`src/rtl/imem_loader_if.sv`:
```
// rtl/imem_loader_if.sv - byte-stream input and instruction-memory write bus of the boot image loader
interface imem_loader_if #(
    parameter int ADDR_W = 8
) ();
    logic              rx_valid;
    logic [7:0]        rx_data;
    logic              rx_ready;
    logic              im_we;
    logic [ADDR_W-1:0] im_addr;
    logic [31:0]       im_wdata;
    logic              cpu_hold;
    logic              done;
    logic              err;

    modport master (
        input  rx_valid, rx_data,
        output rx_ready, im_we, im_addr, im_wdata, cpu_hold, done, err
    );

    modport slave (
        output rx_valid, rx_data,
        input  rx_ready, im_we, im_addr, im_wdata, cpu_hold, done, err
    );
endinterface

```
`src/rtl/imem_loader.sv`:
```
// rtl/imem_loader.sv - receives a framed, checksummed boot image and writes it into instruction memory
module imem_loader #(
    parameter int ADDR_W = 8
) (
    input  logic           clk,
    input  logic           rst,
    imem_loader_if.master  bus
);
    localparam logic [7:0]  HEADER    = 8'hA5;
    localparam logic [16:0] MAX_WORDS = 17'd1 << ADDR_W;

    typedef enum logic [2:0] {IDLE, LEN_HI, LEN_LO, DATA, WRITE, CSUM} state_t;

    state_t            state;
    state_t            state_nxt;
    logic [7:0]        len_hi;
    logic [15:0]       word_cnt;
    logic [16:0]       word_idx;
    logic [1:0]        byte_cnt;
    logic [31:0]       asm_word;
    logic [7:0]        csum;
    logic [ADDR_W-1:0] im_addr_q;
    logic [31:0]       im_wdata_q;
    logic              cpu_hold_q;
    logic              done_q;
    logic              err_q;

    logic              accept;
    logic [16:0]       len_full;
    logic              last_word;
    logic              start;
    logic              len_bad;
    logic              csum_ok;
    logic              csum_bad;

    assign accept    = bus.rx_valid && (state != WRITE);
    assign len_full  = {1'b0, len_hi, bus.rx_data};
    // 17-bit compare so a count of exactly 2**ADDR_W terminates without wrapping
    assign last_word = (word_idx + 17'd1) == {1'b0, word_cnt};

    always_ff @(posedge clk or negedge rst) begin
        if (!rst) state <= IDLE;
        else      state <= state_nxt;
    end

    always_comb begin
        state_nxt = state;
        start     = 1'b0;
        len_bad   = 1'b0;
        csum_ok   = 1'b0;
        csum_bad  = 1'b0;
        case (state)
            IDLE: begin
                if (accept && bus.rx_data == HEADER) begin
                    state_nxt = LEN_HI;
                    start     = 1'b1;
                end
            end
            LEN_HI: begin
                if (accept) state_nxt = LEN_LO;
            end
            LEN_LO: begin
                if (accept) begin
                    if (len_full > MAX_WORDS) begin
                        len_bad   = 1'b1;
                        state_nxt = IDLE;
                    end else if (len_full == 17'd0) begin
                        state_nxt = CSUM;
                    end else begin
                        state_nxt = DATA;
                    end
                end
            end
            DATA: begin
                if (accept && byte_cnt == 2'd3) state_nxt = WRITE;
            end
            WRITE: begin
                state_nxt = last_word ? CSUM : DATA;
            end
            CSUM: begin
                if (accept) begin
                    state_nxt = IDLE;
                    if (bus.rx_data == csum) csum_ok  = 1'b1;
                    else                     csum_bad = 1'b1;
                end
            end
            default: state_nxt = IDLE;
        endcase
    end

    always_ff @(posedge clk or negedge rst) begin
        if (!rst) begin
            len_hi     <= '0;
            word_cnt   <= '0;
            word_idx   <= '0;
            byte_cnt   <= '0;
            asm_word   <= '0;
            csum       <= '0;
            im_addr_q  <= '0;
            im_wdata_q <= '0;
            cpu_hold_q <= 1'b1;
            done_q     <= 1'b0;
            err_q      <= 1'b0;
        end else begin
            done_q <= csum_ok;
            if (start) begin
                cpu_hold_q <= 1'b1;
                err_q      <= 1'b0;
                word_idx   <= '0;
                csum       <= '0;
                byte_cnt   <= '0;
            end
            if (state == LEN_HI && accept) len_hi   <= bus.rx_data;
            if (state == LEN_LO && accept) word_cnt <= {len_hi, bus.rx_data};
            if (len_bad || csum_bad) err_q <= 1'b1;
            if (csum_ok) cpu_hold_q <= 1'b0;
            if (state == DATA && accept) begin
                asm_word <= {asm_word[23:0], bus.rx_data};
                csum     <= csum + bus.rx_data;
                byte_cnt <= byte_cnt + 2'd1;
                // Address and word are latched here so they hold after the WRITE cycle
                if (byte_cnt == 2'd3) begin
                    im_addr_q  <= word_idx[ADDR_W-1:0];
                    im_wdata_q <= {asm_word[23:0], bus.rx_data};
                end
            end
            if (state == WRITE) word_idx <= word_idx + 17'd1;
        end
    end

    assign bus.rx_ready = (state != WRITE);
    assign bus.im_we    = (state == WRITE);
    assign bus.im_addr  = im_addr_q;
    assign bus.im_wdata = im_wdata_q;
    assign bus.cpu_hold = cpu_hold_q;
    assign bus.done     = done_q;
    assign bus.err      = err_q;
endmodule

```
`src/flat_wrapper.sv`:
```
// flat-port wrapper written by rule: the top's interface ports become plain ports
module imem_loader_flat 
#(
    parameter int ADDR_W = 8
)
  (clk, rst, bus_rx_valid, bus_rx_data, bus_rx_ready, bus_im_we, bus_im_addr, bus_im_wdata, bus_cpu_hold, bus_done, bus_err);
  imem_loader_if #(.ADDR_W(ADDR_W)) bus_i ();
  input  logic clk;
  input  logic rst;
  input wire logic [$bits(bus_i.rx_valid)-1:0] bus_rx_valid;
  input wire logic [$bits(bus_i.rx_data)-1:0] bus_rx_data;
  output wire logic [$bits(bus_i.rx_ready)-1:0] bus_rx_ready;
  output wire logic [$bits(bus_i.im_we)-1:0] bus_im_we;
  output wire logic [$bits(bus_i.im_addr)-1:0] bus_im_addr;
  output wire logic [$bits(bus_i.im_wdata)-1:0] bus_im_wdata;
  output wire logic [$bits(bus_i.cpu_hold)-1:0] bus_cpu_hold;
  output wire logic [$bits(bus_i.done)-1:0] bus_done;
  output wire logic [$bits(bus_i.err)-1:0] bus_err;
  assign bus_i.rx_valid = bus_rx_valid;
  assign bus_i.rx_data = bus_rx_data;
  assign bus_rx_ready = bus_i.rx_ready;
  assign bus_im_we = bus_i.im_we;
  assign bus_im_addr = bus_i.im_addr;
  assign bus_im_wdata = bus_i.im_wdata;
  assign bus_cpu_hold = bus_i.cpu_hold;
  assign bus_done = bus_i.done;
  assign bus_err = bus_i.err;
  imem_loader #(.ADDR_W(ADDR_W)) u_core (.clk(clk), .rst(rst), .bus(bus_i));
endmodule
```
`config.mk`:
```
export PLATFORM = sky130hd
export DESIGN_NAME = imem_loader_flat
export DESIGN_NICKNAME = d
export VERILOG_FILES = /design/src/rtl/imem_loader_if.sv /design/src/rtl/imem_loader.sv /design/src/flat_wrapper.sv
export SDC_FILE = /design/constraint.sdc
export NUM_CORES = 1
export LEC_CHECK = 0
export ABC_AREA = 0
export BUFFER_PORTS_ARGS = -buffer_cell sky130_fd_sc_hd__buf_2
export CAP_MARGIN = 0
export CORE_ASPECT_RATIO = 0.5
export CORE_UTILIZATION = 30
export CTS_BUF_LIST = sky130_fd_sc_hd__clkbuf_4 sky130_fd_sc_hd__clkbuf_8 sky130_fd_sc_hd__clkbuf_16
export DETAILED_ROUTE_END_ITERATION = 16
export PLACE_DENSITY_LB_ADDON = 0.15
export SETUP_SLACK_MARGIN = 0.4
export SLEW_MARGIN = 30
export SYNTH_ARGS = -nofsm -noshare
export SYNTH_HDL_FRONTEND = slang
export SYNTH_SLANG_ARGS = --single-unit
```
`constraint.sdc`:
```
create_clock -name clk -period 5.2 [get_ports clk]
set_clock_uncertainty 0.15 [all_clocks]
set_input_delay 0.52 -clock clk [delete_from_list [all_inputs] [get_ports clk]]
set_output_delay 0.52 -clock clk [all_outputs]
set_load 0.1 [all_outputs]
```
After elaboration in Yosys (flattened, before gate mapping)
Index checks and enable logic that the tools add are counted. Widths: inputs -> output; s select.

Register bits: 121. Bits in latches: 0. Memory bits (writable): 0. ROM bits: 0. Bits of input ports: 11. Output and inout bits: 45. Memories kept: 0.

Add/sub/neg operators: 3. Multiply operators: 0. Div/mod/pow operators: 0. Magnitude comparators: 1. Equality and inequality tests: 15. Shift operators: 0. Mux-type cells: 30. Bitwise logic cells: 0. Reduce and logical (&&, ||, !) cells: 15.

Operators with widths (count): $mux 17 (2); $mux 3 (8); $pmux 3 s6 (1); $add 17x1->17 const B (1); $eq 17x16->1 (1); $logic_not 17->1 (1); $gt 16x9->1 const B (1); $mux 8 (2); $mux 1 (15); $ne 2x1->1 const B (5); $add 8x8->8 (1); $eq 8x8->1 (1); $eq 8x8->1 const B (1); $reduce_bool 2->1 (4); $eq 3x2->1 const B (2); $eq 3x3->1 const B (2); $logic_and 1x1->1 (6); $reduce_and 5->1 (1); $mux 2 (2); $eq 3x1->1 const B (1); $logic_not 3->1 (1); $ne 3x3->1 const B (1); $add 2x1->2 const B (1); $eq 2x2->1 const B (1); other kinds (2) (2).

Longest topological paths before layout
Depth in word-level cells: 7. Depth in mapped cells: 9.

Worst setup path before layout
OpenSTA, ideal clock, no wires.

Path kind: register to output. Start: register u_core.state[0]. End: output bus_rx_ready. Arrival time: 2.015 ns. Path slack: 2.515 ns. Stages on the path, launching flop included: 6. Buffers on the path: 2. Cell sequence: dfrtp_1 -> clkbuf_1 -> nor2_1 -> and2_1 -> clkinv_1 -> clkbuf_1.

Longest elaborated chain between the ends: 1.

RTL lines: from (decl) (RTL line imem_loader.sv:14) `state_t state;`; from (signal assigned) (RTL line imem_loader.sv:43) `else state <= state_nxt;`; $ne 3x3->1 (RTL line imem_loader.sv:131) `assign bus.rx_ready = (state != WRITE);`; to (decl) (RTL line flat_wrapper.sv:12) `output wire logic [$bits(bus_i.rx_ready)-1:0] bus_rx_ready;`.

No other way between the ends.

Worst setup path in the final report
Start: register u_core.state[1]. End: output bus_im_we.

Longest elaborated chain between the ends: 1.

RTL lines: $eq 3x3->1 (RTL line imem_loader.sv:132) `assign bus.im_we = (state == WRITE);`; to (decl) (RTL line flat_wrapper.sv:13) `output wire logic [$bits(bus_i.im_we)-1:0] bus_im_we;`.

No other way between the ends.

==> results.sh <==
export IMPL_status="finished clean"
export IMPL_synthCells=535
export IMPL_finalSetupViolations=0
export IMPL_post_route_period_util_pct=55.1
export IMPL_numCtsBuffers=17
export IMPL_drt_iter0_markers=240
export IMPL_slew_viol_final=0
export IMPL_grt_max_degree=52
export IMPL_first_global_vias=3922
export IMPL_fp_row_count=35
export IMPL_clock_latency_ns=0.41
export IMPL_met3_usage_pct=3.09
export IMPL_hold_depth=3
export IMPL_synth_fp_nets=556
export IMPL_met2_usage_pct=22.2
export IMPL_drc=0
export IMPL_via_per_inst=4.73
export IMPL_port_buffers=55
export IMPL_h_tree_depth=4
export IMPL_postRouteAntennaNets=0
export IMPL_r2r_cells=7
export IMPL_place_hpwl_um=8870
export IMPL_setup_slack_ns=2.34
export IMPL_final_common_cell="dfrtp_1"
export IMPL_tns_ns=0
export IMPL_grt_util_met1_pct=20.7
export IMPL_io_pins=56
export IMPL_endpoint_kind="output port"
export IMPL_n_fill_cell=1848
export IMPL_route_vias_total=4056
export IMPL_worst_pin_slew_ns=0.810
export IMPL_wire_per_inst_um=15.9
export IMPL_gp_congestion=0.771
export IMPL_fp_dieW_um=197
export IMPL_critPathSlowestCell="and2_1"
export IMPL_worstPathArrival_ns=2.19
export IMPL_fin_util_pct=36.9
export IMPL_place_ws_ns=2.41
export IMPL_dieHeight_um=99.6
export IMPL_cts_root_buf="clkbuf_16"
export IMPL_multi_input_area_um2=2540
export IMPL_initial_core_util_pct=30.9
export IMPL_drive_above_1_share_pct=28.5
export IMPL_tritoncts="done"
export IMPL_cts_sink_count=121
export IMPL_yosys_warnings=0
export IMPL_slowest_delay_ns=0.54
export IMPL_seqCellArea_um2=3030
export IMPL_crit_chain="nor2_1 -> and2_1 -> buf_2"
export IMPL_areaGrowthSynthToFinish_pct=19.5
export IMPL_synth_area_per_cell_um2=10.7
export IMPL_rsz0062_at_grt="no"
export IMPL_cts_setup_buffers=0
export IMPL_drtPass1Iterations=4
export IMPL_clock_path_buffers=2
export IMPL_layout_min_cycle_time_ns=2.86
export IMPL_grt_remaining_overflow=0
export IMPL_clkTransAtPathRegs_ns=0.06
export IMPL_ys_seq_area_share_pct=53.0
export IMPL_final_cell_mix="dfrtp_1, nand2_1, mux2_2"
export IMPL_clock_fmax_mhz=349
export IMPL_worstPathRequired_ns=4.53
export IMPL_synth_edff_count=0
export IMPL_syn_area_um2=5720
export IMPL_nNetsFinal=607
export IMPL_synthArstFlopShare_pct=100
export IMPL_final_hold_viol_count=0
export IMPL_drt_wl_total_um=13700
export IMPL_num_antenna_cells=0
export IMPL_grt_busiest_layer="met2"
export IMPL_antenna_found_initial=0
export IMPL_cp_max_fo=12
export IMPL_die_area_um2=19600
export IMPL_grt_pass1_wl_um=22000
export IMPL_worstSetupPathType="reg -> out"
export IMPL_start_kind="register"
export IMPL_ys_types=51
export IMPL_max_cap_violations=0
export IMPL_hold_path_class="in -> reg"
export IMPL_ys_flop_type="dfrtp_1"
export IMPL_placed_cell_area_um2=6230
export IMPL_grt_use_total_pct=14.7
export IMPL_coreArea_um2=18500
export IMPL_final_area_um2=6830
export IMPL_maxSlewHeadroom_pct=46.0
export IMPL_ys_ff_latch=121
## final cells by class
class                      count  area share [%]
tap                          259            4.74
clock inverter                14            2.22
sequential                   121            44.3
multi-input combinational    379            37.1
clock buffer                  18            6.43
inverter                       5           0.275
timing repair buffer          62            4.87
## through the flow
step / cells / hold slack [ns]
6_report: 858 / 0.281
5_1_grt: 858 / 0.266
4_1_cts: 858 / 0.266
3_5_place_dp: 825 / 0.313
3_3_place_gp: 825 / 0.308
2_1_floorplan: 535 / 0.0744
## kinds of logic after synthesis
| logic type | after synthesis | synth area share (%) |
|---|---|---|
| AOI/OAI and AO/OA | 72 | 7.66 |
| xor gates and xnor gates | 32 | 4.90 |
| adders and majority gates | 10 | 2.32 |
| buffers and inverters | 35 | 2.85 |
| DFF | 121 | 53.0 |
| muxes | 68 | 13.3 |
| and+or+nand+nor | 197 | 15.9 |
## path summary, 6_finish.rpt
kind / from / to / slack, ns
worst max register to register: u_core.word_idx[6]$_DFFE_PN0P_ / u_core.state[1]$_DFFE_PN0P_ / 2.43
worst max-delay path: u_core.state[1]$_DFFE_PN0P_ / bus_im_we / 2.34
min in group asynchronous: rst / u_core.word_idx[14]$_DFFE_PN0P_ / 0.51
max in group asynchronous: rst / u_core.asm_word[8]$_DFFE_PN0P_ / 3.31
worst min register to register: u_core.asm_word[19]$_DFFE_PN0P_ / u_core.asm_word[19]$_DFFE_PN0P_ / 0.32
worst min-delay path: bus_rx_data[5] / u_core.asm_word[5]$_DFFE_PN0P_ / 0.28
## synth_stat cells (2+ instances only)
| master | instances | area share [%] |
|---|---|---|
| dfrtp_1 | 120 | 53 |
| nand2_1 | 116 | 7.6 |
| mux2_2 | 65 | 13 |
| o21ai_0 | 28 | 2.5 |
| nor2_1 | 26 | 1.7 |
| clkbuf_1 | 19 | 1.2 |
| xnor2_1 | 18 | 2.8 |
| xor2_1 | 14 | 2.1 |
| a21oi_1 | 13 | 1.1 |
| ha_1 | 9 | 2.0 |
| nand3_1 | 8 | 0.70 |
| nor3_1 | 8 | 0.70 |
| o22ai_1 | 8 | 0.88 |
| nand4_1 | 6 | 0.66 |
| nor4_1 | 5 | 0.55 |
| o31ai_1 | 5 | 0.66 |
| a21o_1 | 4 | 0.53 |
| a31oi_1 | 4 | 0.44 |
| buf_2 | 4 | 0.35 |
| inv_1 | 4 | 0.26 |
| and2_1 | 3 | 0.33 |
| and4_1 | 3 | 0.46 |
| buf_4 | 3 | 0.39 |
| mux2i_1 | 3 | 0.53 |
| nand2b_1 | 3 | 0.33 |
| o41ai_1 | 3 | 0.46 |
| or3_1 | 3 | 0.33 |
| and3_1 | 2 | 0.22 |
| buf_1 | 2 | 0.13 |
| buf_6 | 2 | 0.39 |
| nor4_2 | 2 | 0.44 |
| o21bai_1 | 2 | 0.26 |
| or4_1 | 2 | 0.26 |
## sequential cells by signal, indices dropped and copies added (netlist names)
register	cells
u_core.word_cnt	16
u_core.len_hi	8
u_core.bus.err	1
u_core.bus.im_wdata	32
u_core.csum	8
u_core.asm_word	24
u_core.word_idx	17
u_core.bus.done	1
u_core.bus.im_addr	8
u_core.state	3
u_core.bus.cpu_hold	1
u_core.byte_cnt	2
## per-layer routing
layer / vias to the layer above / routed length (µm)
li1: 1966 / -
met5: - / 0
met3: 10 / 403
met1: 2024 / 6970
met2: 56 / 6200
met4: 0 / 102
## worst max-delay path, delay by kind of cell, from the launching register on
kind / cells / cell delay (ns)
simple gates: 2 / 0.72
flops: 1 / 0.52
buf+inv: 1 / 0.54
## repair_timing
action,in CTS,in global routing
endpoints found under the hold margin,38,0
resized for setup,0,0
hold buffers,1,0
Power is not shown: default switching activity piles up to over one toggle a cycle in this logic, so the estimate is an artifact.
